===== config.mk =====
export PLATFORM = sky130hd
export DESIGN_NAME = tx_symbol_source
export DESIGN_NICKNAME = d
export VERILOG_FILES = /design/src/rtl/tx_symbol_source.sv
export SDC_FILE = /design/constraint.sdc
export NUM_CORES = 1
export LEC_CHECK = 0
export ABC_AREA = 1
export CORE_ASPECT_RATIO = 1.4
export CORE_UTILIZATION = 46
export DETAILED_ROUTE_END_ITERATION = 10
export GPL_TIMING_DRIVEN = 0
export PLACE_DENSITY_LB_ADDON = 0.12
export SYNTH_ARGS = -nofsm -noshare
export SYNTH_HDL_FRONTEND = slang
export SYNTH_SLANG_ARGS = --single-unit

===== constraint.sdc =====
create_clock -name CLOCK_50 -period 1.1 [get_ports CLOCK_50]
set_input_delay 0.22 -clock CLOCK_50 [delete_from_list [all_inputs] [get_ports CLOCK_50]]
set_output_delay 0.22 -clock CLOCK_50 [all_outputs]
set_load 0.05 [all_outputs]

===== src/rtl/tx_symbol_source.sv =====
// 16-QAM test symbol source: sample/symbol enables, 22-bit LFSR, 4-ASK I/Q mapper, upsampler.
// Outputs register one cycle after their enable; no back-pressure, downstream takes every sam_clk_en.
module tx_symbol_source #(
  parameter int                 SAM_DIV = 4,
  parameter int                 SPS     = 4,
  parameter logic [21:0]        SEED    = 22'h3FFFFF,
  parameter logic signed [17:0] LEVEL_A = 18'sd32768
) (
  input  logic               CLOCK_50,
  input  logic               reset,
  input  logic               load,
  input  logic               zoh,
  output logic               sam_clk_en,
  output logic               sym_clk_en,
  output logic               cycle,
  output logic [3:0]         sym_bits,
  output logic signed [17:0] tx_i,
  output logic signed [17:0] tx_q
);

  localparam int DW = (SAM_DIV > 1) ? $clog2(SAM_DIV) : 1;
  localparam int PW = (SPS > 1) ? $clog2(SPS) : 1;
  localparam logic [DW-1:0] DIV_MAX = DW'(SAM_DIV - 1);
  localparam logic [PW-1:0] PH_MAX  = PW'(SPS - 1);
  localparam logic signed [17:0] LVL_IN  = LEVEL_A;
  localparam logic signed [17:0] LVL_OUT = 18'(3 * LEVEL_A);

  logic [DW-1:0] div_cnt;
  logic [PW-1:0] sam_phase;
  logic [21:0]   lfsr;
  logic          sam_wrap;

  assign sam_wrap = (div_cnt == DIV_MAX);

  function automatic logic signed [17:0] map_lvl(input logic [1:0] b);
    case (b)
      2'b00:   map_lvl = -LVL_OUT;
      2'b01:   map_lvl = -LVL_IN;
      2'b10:   map_lvl = LVL_IN;
      default: map_lvl = LVL_OUT;
    endcase
  endfunction

  always_ff @(posedge CLOCK_50) begin
    if (reset) begin
      div_cnt    <= '0;
      sam_phase  <= '0;
      lfsr       <= SEED;
      sam_clk_en <= 1'b0;
      sym_clk_en <= 1'b0;
      cycle      <= 1'b0;
      sym_bits   <= '0;
      tx_i       <= '0;
      tx_q       <= '0;
    end else begin
      div_cnt    <= sam_wrap ? '0 : div_cnt + DW'(1);
      sam_clk_en <= sam_wrap;
      sym_clk_en <= sam_wrap && (sam_phase == PH_MAX);
      if (sam_wrap)
        sam_phase <= (sam_phase == PH_MAX) ? '0 : sam_phase + PW'(1);

      // Outputs always reflect the pre-step (and pre-load) LFSR state.
      cycle <= sym_clk_en && (lfsr == SEED);
      if (sym_clk_en) begin
        tx_i     <= map_lvl(lfsr[1:0]);
        tx_q     <= map_lvl(lfsr[3:2]);
        sym_bits <= lfsr[3:0];
      end else if (sam_clk_en && !zoh) begin
        tx_i <= '0;
        tx_q <= '0;
      end

      if (load)
        lfsr <= SEED;
      else if (sym_clk_en)
        lfsr <= {lfsr[20:0], lfsr[21] ^ lfsr[20]};
    end
  end

endmodule


# Word level (Yosys, flattened, before mapping)
# Index checks and enable logic that the tools add are counted.
[word_totals]
in_bits = 4
wordCells = 34
output_inout_bits = 43
reg_bits = 69
[op_classes]
mux = 6
bitwise = 1
n_eq_ne = 7
n_addsub = 2
n_reduce_logical = 9
[op_table]
columns = ["operator", "count"]
rows = [
  ["case mux 18 bit (3 select lines)", 2],
  ["two-way mux 18 bit", 3],
  ["equality test 22 bit (second input constant)", 1],
  ["equality test 2 bit (second input constant)", 4],
  ["adder 2 x 1 -> 2 bit (second input constant)", 2],
  ["equality test 2 x 1 -> 1 bit (second input constant)", 2],
  ["logical NOT 2 bit", 2],
  ["OR reduction 2 bit", 2],
  ["logical AND 1 bit", 3],
  ["two-way mux 2 bit", 1],
  ["nonzero test 2 bit", 1],
  ["logical NOT 1 bit", 1],
  ["bitwise XOR 1 bit", 1],
]

# Depth between registers and ports, before layout
# Gate-level depths: netlist of run 1.
[logic_depth]
word_depth = 4
mapped_depth = 6
mapped_depth_nobuf = 6

# Worst setup path after synthesis of run 1
# Ideal clock, no wire load.
[synth_timing]
path_type = "register to register"
start = "reg sym_clk_en"
end = "reg lfsr[1]"
path_stages_with_launch = 6
t_required_ns = 0.978
setup_ns = 0.122
arrival_time_ns = 1.156
path_buffers = 2
setup_slack_ns = -0.179
synth_period_minus_slack_ns = 1.279
cell_sequence = "dfxtp_1 inv_2 buf_2 buf_6 nand2_1 nand3_1"
[synth_lines]
columns = ["element", "line", "rtl"]
rows = [
  ["start, declared", "14", "output logic sym_clk_en,"],
  ["start signal, assigned", "58", "sym_clk_en <= sam_wrap && (sam_phase == PH_MAX);"],
  ["end signal, assigned", "76", "lfsr <= {lfsr[20:0], lfsr[21] ^ lfsr[20]};"],
  ["end, declared", "30", "logic [21:0] lfsr;"],
]

==> impl_metrics.json, run 1 <==
{
  "result_of_the_run": "finished, final reports clean",
  "timing_hold_violations_final": 0,
  "p_leak_uw": 0.001120,
  "report.final.setup_viol": 0,
  "power.share.switching": 0.2733,
  "drt_pre_antenna_iters": 4,
  "synth-async-reset-ratio": 0,
  "yosys_register_bits": 38,
  "grt_overflow": 0,
  "syn_to_final_growth_pct": 23.60,
  "power.clock.fraction": 0.352,
  "post_synth_edffs": 0,
  "numClockSinks": 38,
  "boundaryPins": 47,
  "antenna_cells_inserted": 0,
  "number_of_remaining_drc_errors": 0,
  "detailedRoute.firstIterationViolations": 22,
  "syn_avg_cell_area_um2": 7.702,
  "finalWirelength_um": 2759,
  "route.vias.total": 1283,
  "cts_inserted_buffers": 5,
  "grt_max_degree": 12,
  "floorplan.die_area_um2": 3795,
  "synth_cell_types": 16,
  "clock_latency_at_the_later_pin_of_the_worst_skew_pair_ps": 290,
  "cts_tree": "built",
  "timing.critical_path.from_type": "flop",
  "post-route-worst-setup-slack_ps": 4.047,
  "max-cap-violations": 0,
  "dpl-instance-area_um2": 1944,
  "cts.reportedPaths.clkPinSlew_ps": 70,
  "fin_util": 0.5974,
  "p_seq_frac": 0.508,
  "worst_vdd_ir_uv": 1385,
  "clock-root-buffer": "sky130_fd_sc_hd__clkbuf_8",
  "number_of_global_route_vias_before_repair": 1070,
  "worst-endpoint-arrival_ps": 880,
  "htree_levels": 2,
  "die-height_um": 72.50,
  "totalNegativeSetupSlack_ps": 0,
  "net_switching_power_of_the_design_uw": 749.5,
  "final_layout_size_suffix_gt1_frac": 0.2386,
  "min-delay-path-class": "in2reg",
  "cts_post_setup_buffers_inserted": 0,
  "drt-vias-per-instance": 4.220,
  "n_fill_cell": 333,
  "gp_congestion": 0.7248,
  "groute.usage.overall": 0.1632,
  "port-buffer-count": 15,
  "dp_hpwl_um": 2044,
  "synth_top_cells_by_area": "sky130_fd_sc_hd__dfxtp_1 47%, sky130_fd_sc_hd__nand2_1 16%, sky130_fd_sc_hd__buf_4 16%",
  "ys_top_cells_by_count": "70 x sky130_fd_sc_hd__nand2_1, 38 x sky130_fd_sc_hd__dfxtp_1, 34 x sky130_fd_sc_hd__buf_4, 24 x sky130_fd_sc_hd__nand3_1, 14 x sky130_fd_sc_hd__inv_1",
  "hold_ws_ps": 228.0,
  "num-nets-final": 270,
  "floorplan.initialDensity": 0.4833,
  "final_design_area_no_fill_um2": 2018,
  "synth.top_cell.area_share": 0.4659,
  "ys.flop_type": "sky130_fd_sc_hd__dfxtp_1",
  "fmax_ghz": 0.9124,
  "comb_power_share": 0.140,
  "timing.critical_path.fanout_max": 3,
  "cp_data_required_time_ps": 880,
  "syn_inst": 212,
  "post-route-min-period_ps": 1096,
  "post_synth_instance_area_um2": 1633,
  "die_width_um": 52.36,
  "num_rows": 25,
  "synth_largest_area_cell": "sky130_fd_sc_hd__dfxtp_1",
  "clock-skew-final_ps": 5.782,
  "initial_antenna_violation_count": 0,
  "cts_max_path_buffers": 2,
  "coreArea_um2": 3378,
  "setup.worst_path.end_class": "output port",
  "p_int_uw": 1993,
  "routedWlPerCell_um": 9.076,
  "yosys_warnings": 0,
  "setup_repair_after_global_routing_missed_its_margin": "true",
  "place_ws_ps": -328.7,
  "power_per_cell_area_nw_per_um2": 1359,
  "yosysSeqAreaShare": 0.4659,
  "timing.final.max_slew_violations": 0,
  "synth.most_common_cell": "sky130_fd_sc_hd__nand2_1",
  "timing.final.crit_share": 0.9963,
  "start_to_end_type_of_the_worst_setup_path": "reg2out",
  "grt_first_pass_wirelength_um": 4422,
  "antenna_left": 0
}
==> per-layer routing <==
layer | vias up | share of wire | wire length [um] | track usage
li1 | 697 | - | - | -
met1 | 551 | 0.44 | 1209 | 0.1743
met2 | 30 | 0.49 | 1362 | 0.2616
met3 | 5 | 0.043 | 119 | 0.06289
met4 | 0 | 0.025 | 68 | 0.1053
met5 | - | 0 | 0 | 0
==> through the flow <==
stage	total power, uW	std cells
floorplan	1783	241
global placement	1807	296
detailed placement	1809	296
CTS	2775	304
global route	2858	304
finish	2743	304
==> timing repair <==
action | CTS | global route
gates resized for setup | 80 | 2
pin swaps | 0 | 0
hold buffers | 0 | 0
cloned | 0 | 0
endpoints found under the setup margin | 13 | 1
==> cells in the final DEF, fill, tap and decap left out <==
master                            Yosys  routed
sky130_fd_sc_hd__o21ai_0              2       2
sky130_fd_sc_hd__dfxtp_1             38      36
sky130_fd_sc_hd__conb_1               1      30
sky130_fd_sc_hd__dfxtp_2              0       1
sky130_fd_sc_hd__nand4_1              1       1
sky130_fd_sc_hd__clkinv_2             0       1
sky130_fd_sc_hd__dfxtp_4              0       1
sky130_fd_sc_hd__nand2_1             70      70
sky130_fd_sc_hd__buf_8                0       1
sky130_fd_sc_hd__inv_1               14      14
sky130_fd_sc_hd__a21oi_1             10      10
sky130_fd_sc_hd__nand3_1             24      24
sky130_fd_sc_hd__clkbuf_8             0       6
sky130_fd_sc_hd__or2_1                1       1
sky130_fd_sc_hd__clkbuf_1             0       1
sky130_fd_sc_hd__nor2_2               1       1
sky130_fd_sc_hd__buf_6                1       3
sky130_fd_sc_hd__nor2_1               7       7
sky130_fd_sc_hd__ha_1                 3       3
sky130_fd_sc_hd__clkdlybuf4s50_1      0       2
sky130_fd_sc_hd__buf_2                4       5
sky130_fd_sc_hd__buf_4               34      43
sky130_fd_sc_hd__inv_2                1       1
==> power groups by stage <==
stage,sequential [uW],combinational [uW],clock [uW]
after floorplan,1430,353,0
after global placement,1430,380,0
after detailed placement,1430,382,0
after CTS,1390,382,1000
after global routing,1390,407,1060
final,1390,384,966
==> flip-flops by register name, summed over array words and instances, names as in the netlist <==
register and count:
lfsr 22, sym_bits 4, tx_i 3, div_cnt 2, sam_phase 2, tx_q 2, cycle 1, sam_clk_en 1
sym_clk_en 1
==> worst max-delay path, stage by stage, from the launching register on <==
cell,delay [ps]
sky130_fd_sc_hd__dfxtp_2,340
sky130_fd_sc_hd__buf_6,110
sky130_fd_sc_hd__buf_8,140
==> path summary, 6_finish.rpt <==
kind,start,end,slack (ps),cells after the start
hold / removal,reset,tx_i[15],230,2
setup reg to reg,div_cnt[0],sam_phase[0],80,3
setup / recovery,tx_i[15],tx_q[15],4,2
hold reg to reg,div_cnt[0],div_cnt[0],430,1
==> cell type report <==
| cell class | instances | area (um^2) | share of cell area |
|---|---|---|---|
| flip-flops and latches | 38 | 765.7 | 0.3794 |
| multi-input cells | 149 | 638.1 | 0.3162 |
| plain buffers | 39 | 290.3 | 0.1438 |
| repair buffers | 15 | 126.4 | 0.06262 |
| clock buffers | 7 | 86.33 | 0.04278 |
| inverters | 15 | 56.30 | 0.02790 |
| well taps | 40 | 50.05 | 0.02480 |
| clock inverters | 1 | 5.005 | 0.002480 |
==> logic make-up (layout without fill, tap and decap cells) <==
family	count (synthesis)	after routing	synth area share
flip-flops	38	38	0.4659
AND/OR/NAND/NOR	104	104	0.2621
buffers and inverters	54	77	0.2100
AO/OA/AOI/OAI	12	12	0.03678
adder cells (fa/ha/maj)	3	3	0.02299
other	1	30	0.002297
Note: power is estimated with default switching activity, not from simulation.
==> run 2: changes to the inputs <==
--- a/config.mk
+++ b/config.mk
@@ -11,6 +11,7 @@
 export DETAILED_ROUTE_END_ITERATION = 10
 export GPL_TIMING_DRIVEN = 0
 export PLACE_DENSITY_LB_ADDON = 0.12
+export REMOVE_ABC_BUFFERS = 1
 export SYNTH_ARGS = -nofsm -noshare
 export SYNTH_HDL_FRONTEND = slang
 export SYNTH_SLANG_ARGS = --single-unit
==> impl_metrics.json, run 2 (same netlist as run 1, synthesis figures left out) <==
{
  "cts_hold_buf": 0,
  "multi_input_comb_area_um2": 654.4,
  "timing.final.max_slew_violations": 0,
  "grt_first_pass_wirelength_um": 4595,
  "cts.reportedPaths.clkPinSlew_ps": 70,
  "dp_hpwl_um": 1854,
  "result_of_the_run": "finished, final reports clean",
  "cp_data_required_time_ps": 880,
  "antenna_cells_inserted": 0,
  "comb_power_share": 0.114,
  "grt_max_degree": 30,
  "floorplan.die_area_um2": 3795,
  "max-cap-violations": 0,
  "syn_to_final_growth_pct": 9.655,
  "timing.final.crit_share": 0.9781,
  "initial_antenna_violation_count": 0,
  "fmax_ghz": 0.9294,
  "worst-endpoint-arrival_ps": 860,
  "number_of_global_route_vias_before_repair": 1065,
  "setup_repair_after_global_routing_missed_its_margin": "true",
  "num-nets-final": 237,
  "cts_max_path_buffers": 2,
  "dpl-instance-area_um2": 1665,
  "p_int_uw": 1920,
  "final_design_area_no_fill_um2": 1790,
  "power_per_cell_area_nw_per_um2": 1481,
  "worst_vdd_ir_uv": 950.8,
  "worst_path_max_delay_cell": "sky130_fd_sc_hd__dfxtp_4",
  "port-buffer-count": 16,
  "clock-skew-final_ps": 3.238,
  "cts_inserted_buffers": 5,
  "n_fill_cell": 349,
  "floorplan.initialDensity": 0.4833,
  "drt_pre_antenna_iters": 4,
  "power.share.switching": 0.2760,
  "setup.worst_path.end_class": "output port",
  "min-delay-path-class": "in2reg",
  "timing.critical_path.fanout_max": 9,
  "die-height_um": 72.50,
  "coreArea_um2": 3378,
  "groute.usage.overall": 0.1645,
  "net_switching_power_of_the_design_uw": 732.0,
  "final_layout_size_suffix_gt1_frac": 0.1299,
  "biggestRegsByFlops": "lfsr (22), sym_bits (4), tx_i (3)",
  "boundaryPins": 47,
  "power.clock.fraction": 0.360,
  "finalWirelength_um": 2812,
  "max_stage_delay_ps": 410,
  "timing.critical_path.from_type": "flop",
  "antenna_left": 0,
  "htree_levels": 2,
  "timing_hold_violations_final": 0,
  "clock_latency_at_the_later_pin_of_the_worst_skew_pair_ps": 280,
  "buffers_and_inverters_on_the_worst_path": 1,
  "drt-vias-per-instance": 4.587,
  "layout.area.seq_um2": 765.7,
  "largest_register_ffs": 22,
  "routedWlPerCell_um": 10.38,
  "route.vias.total": 1243,
  "p_leak_uw": 0.0009462,
  "report.final.setup_viol": 0,
  "num_rows": 25,
  "critical_path.cell_chain": "buf_8",
  "final_common_cell": "sky130_fd_sc_hd__nand2_1",
  "grt_overflow": 0,
  "die_width_um": 52.36,
  "post-route-min-period_ps": 1076,
  "start_to_end_type_of_the_worst_setup_path": "reg2out",
  "clock-root-buffer": "sky130_fd_sc_hd__clkbuf_8",
  "number_of_remaining_drc_errors": 0,
  "cts_tree": "built",
  "numClockSinks": 38,
  "worst_path_dominant_cell_family": "flip-flops",
  "top_register": "lfsr",
  "gp_congestion": 0.7209,
  "p_seq_frac": 0.526,
  "detailedRoute.firstIterationViolations": 28,
  "post-layout-total-power_uw": 2652,
  "layout.cells.most_common_list": "70 x sky130_fd_sc_hd__nand2_1, 36 x sky130_fd_sc_hd__dfxtp_1, 30 x sky130_fd_sc_hd__conb_1"
}
==> run 2: cell types whose count changed in the layout (fill, tap and decap cells not counted) <==
cell	previous run	this run
sky130_fd_sc_hd__clkbuf_4	0	1
sky130_fd_sc_hd__clkdlybuf4s15_2	0	1
sky130_fd_sc_hd__buf_4	43	13
sky130_fd_sc_hd__buf_6	3	1
sky130_fd_sc_hd__inv_6	0	1
sky130_fd_sc_hd__buf_2	5	1
sky130_fd_sc_hd__inv_2	1	0
sky130_fd_sc_hd__nor2_2	1	0
sky130_fd_sc_hd__nor2_4	0	2
==> run 2: what timing repair did <==
action                                  CTS  global route
endpoints found under the setup margin   48             6
buffers inserted                          1             3
pin swaps                                 1             0
gates cloned                              1             0
gates resized for setup                  86             4
==> run 2: power groups by stage <==
stage                     registers (uW)  clock network [uW]  logic (uW)
final                               1390                 956         302
after global routing                1390                1050         319
after CTS                           1390                 985         301
after detailed placement            1430                   0         293
after global placement              1430                   0         291
after floorplan                     1430                   0         259
==> run 2: layer usage <==
layer,part of all wire,track usage,vias to the layer above,routed length [um]
met4,0.014,0.05263,0,38
met2,0.53,0.2855,32,1493
li1,-,-,634,-
met5,0,0,-,0
met1,0.41,0.1864,572,1146
met3,0.048,0.05241,5,134
==> run 2: worst register-to-register path, stage by stage (launching register included) <==
cell                      delay, ps
sky130_fd_sc_hd__dfxtp_1        320
sky130_fd_sc_hd__ha_1           200
sky130_fd_sc_hd__or2_1          260
sky130_fd_sc_hd__o21ai_0        160
==> run 2: final timing paths <==
path / slack (ps) / end / cells past startpoint / start
max: 20 / sym_clk_en / 1 / sym_clk_en
min: 410 / tx_i[16] / 2 / reset
max reg2reg: 90 / sam_phase[0] / 3 / div_cnt[0]
min reg2reg: 430 / div_cnt[0] / 1 / div_cnt[0]
==> run 2: final cells by class <==
class,instances,share of cell area
Clock buffer,7,0.04822
Clock inverter,1,0.002795
Inverter,15,0.03424
Multi-Input combinational cell,150,0.3655
Sequential cell,38,0.4277
Tap cell,40,0.02795
Timing Repair Buffer,20,0.09364
==> run 2: metrics by stage <==
stage / utilization / std cells / setup TNS, ps / hold WS [ps] / worst slack, ps
floorplan: - / 202 / -17470 / 289.1 / -567.9
global placement: 0.4930 / 258 / -27220 / 408.2 / -919.2
detailed placement: 0.4930 / 258 / -27330 / 425.2 / -899.2
CTS: 0.5204 / 268 / -48.68 / 408.7 / -48.68
global route: 0.5300 / 271 / -30.49 / 425.2 / -14.39
finish: 0.5300 / 271 / 0 / 406.8 / 24.06
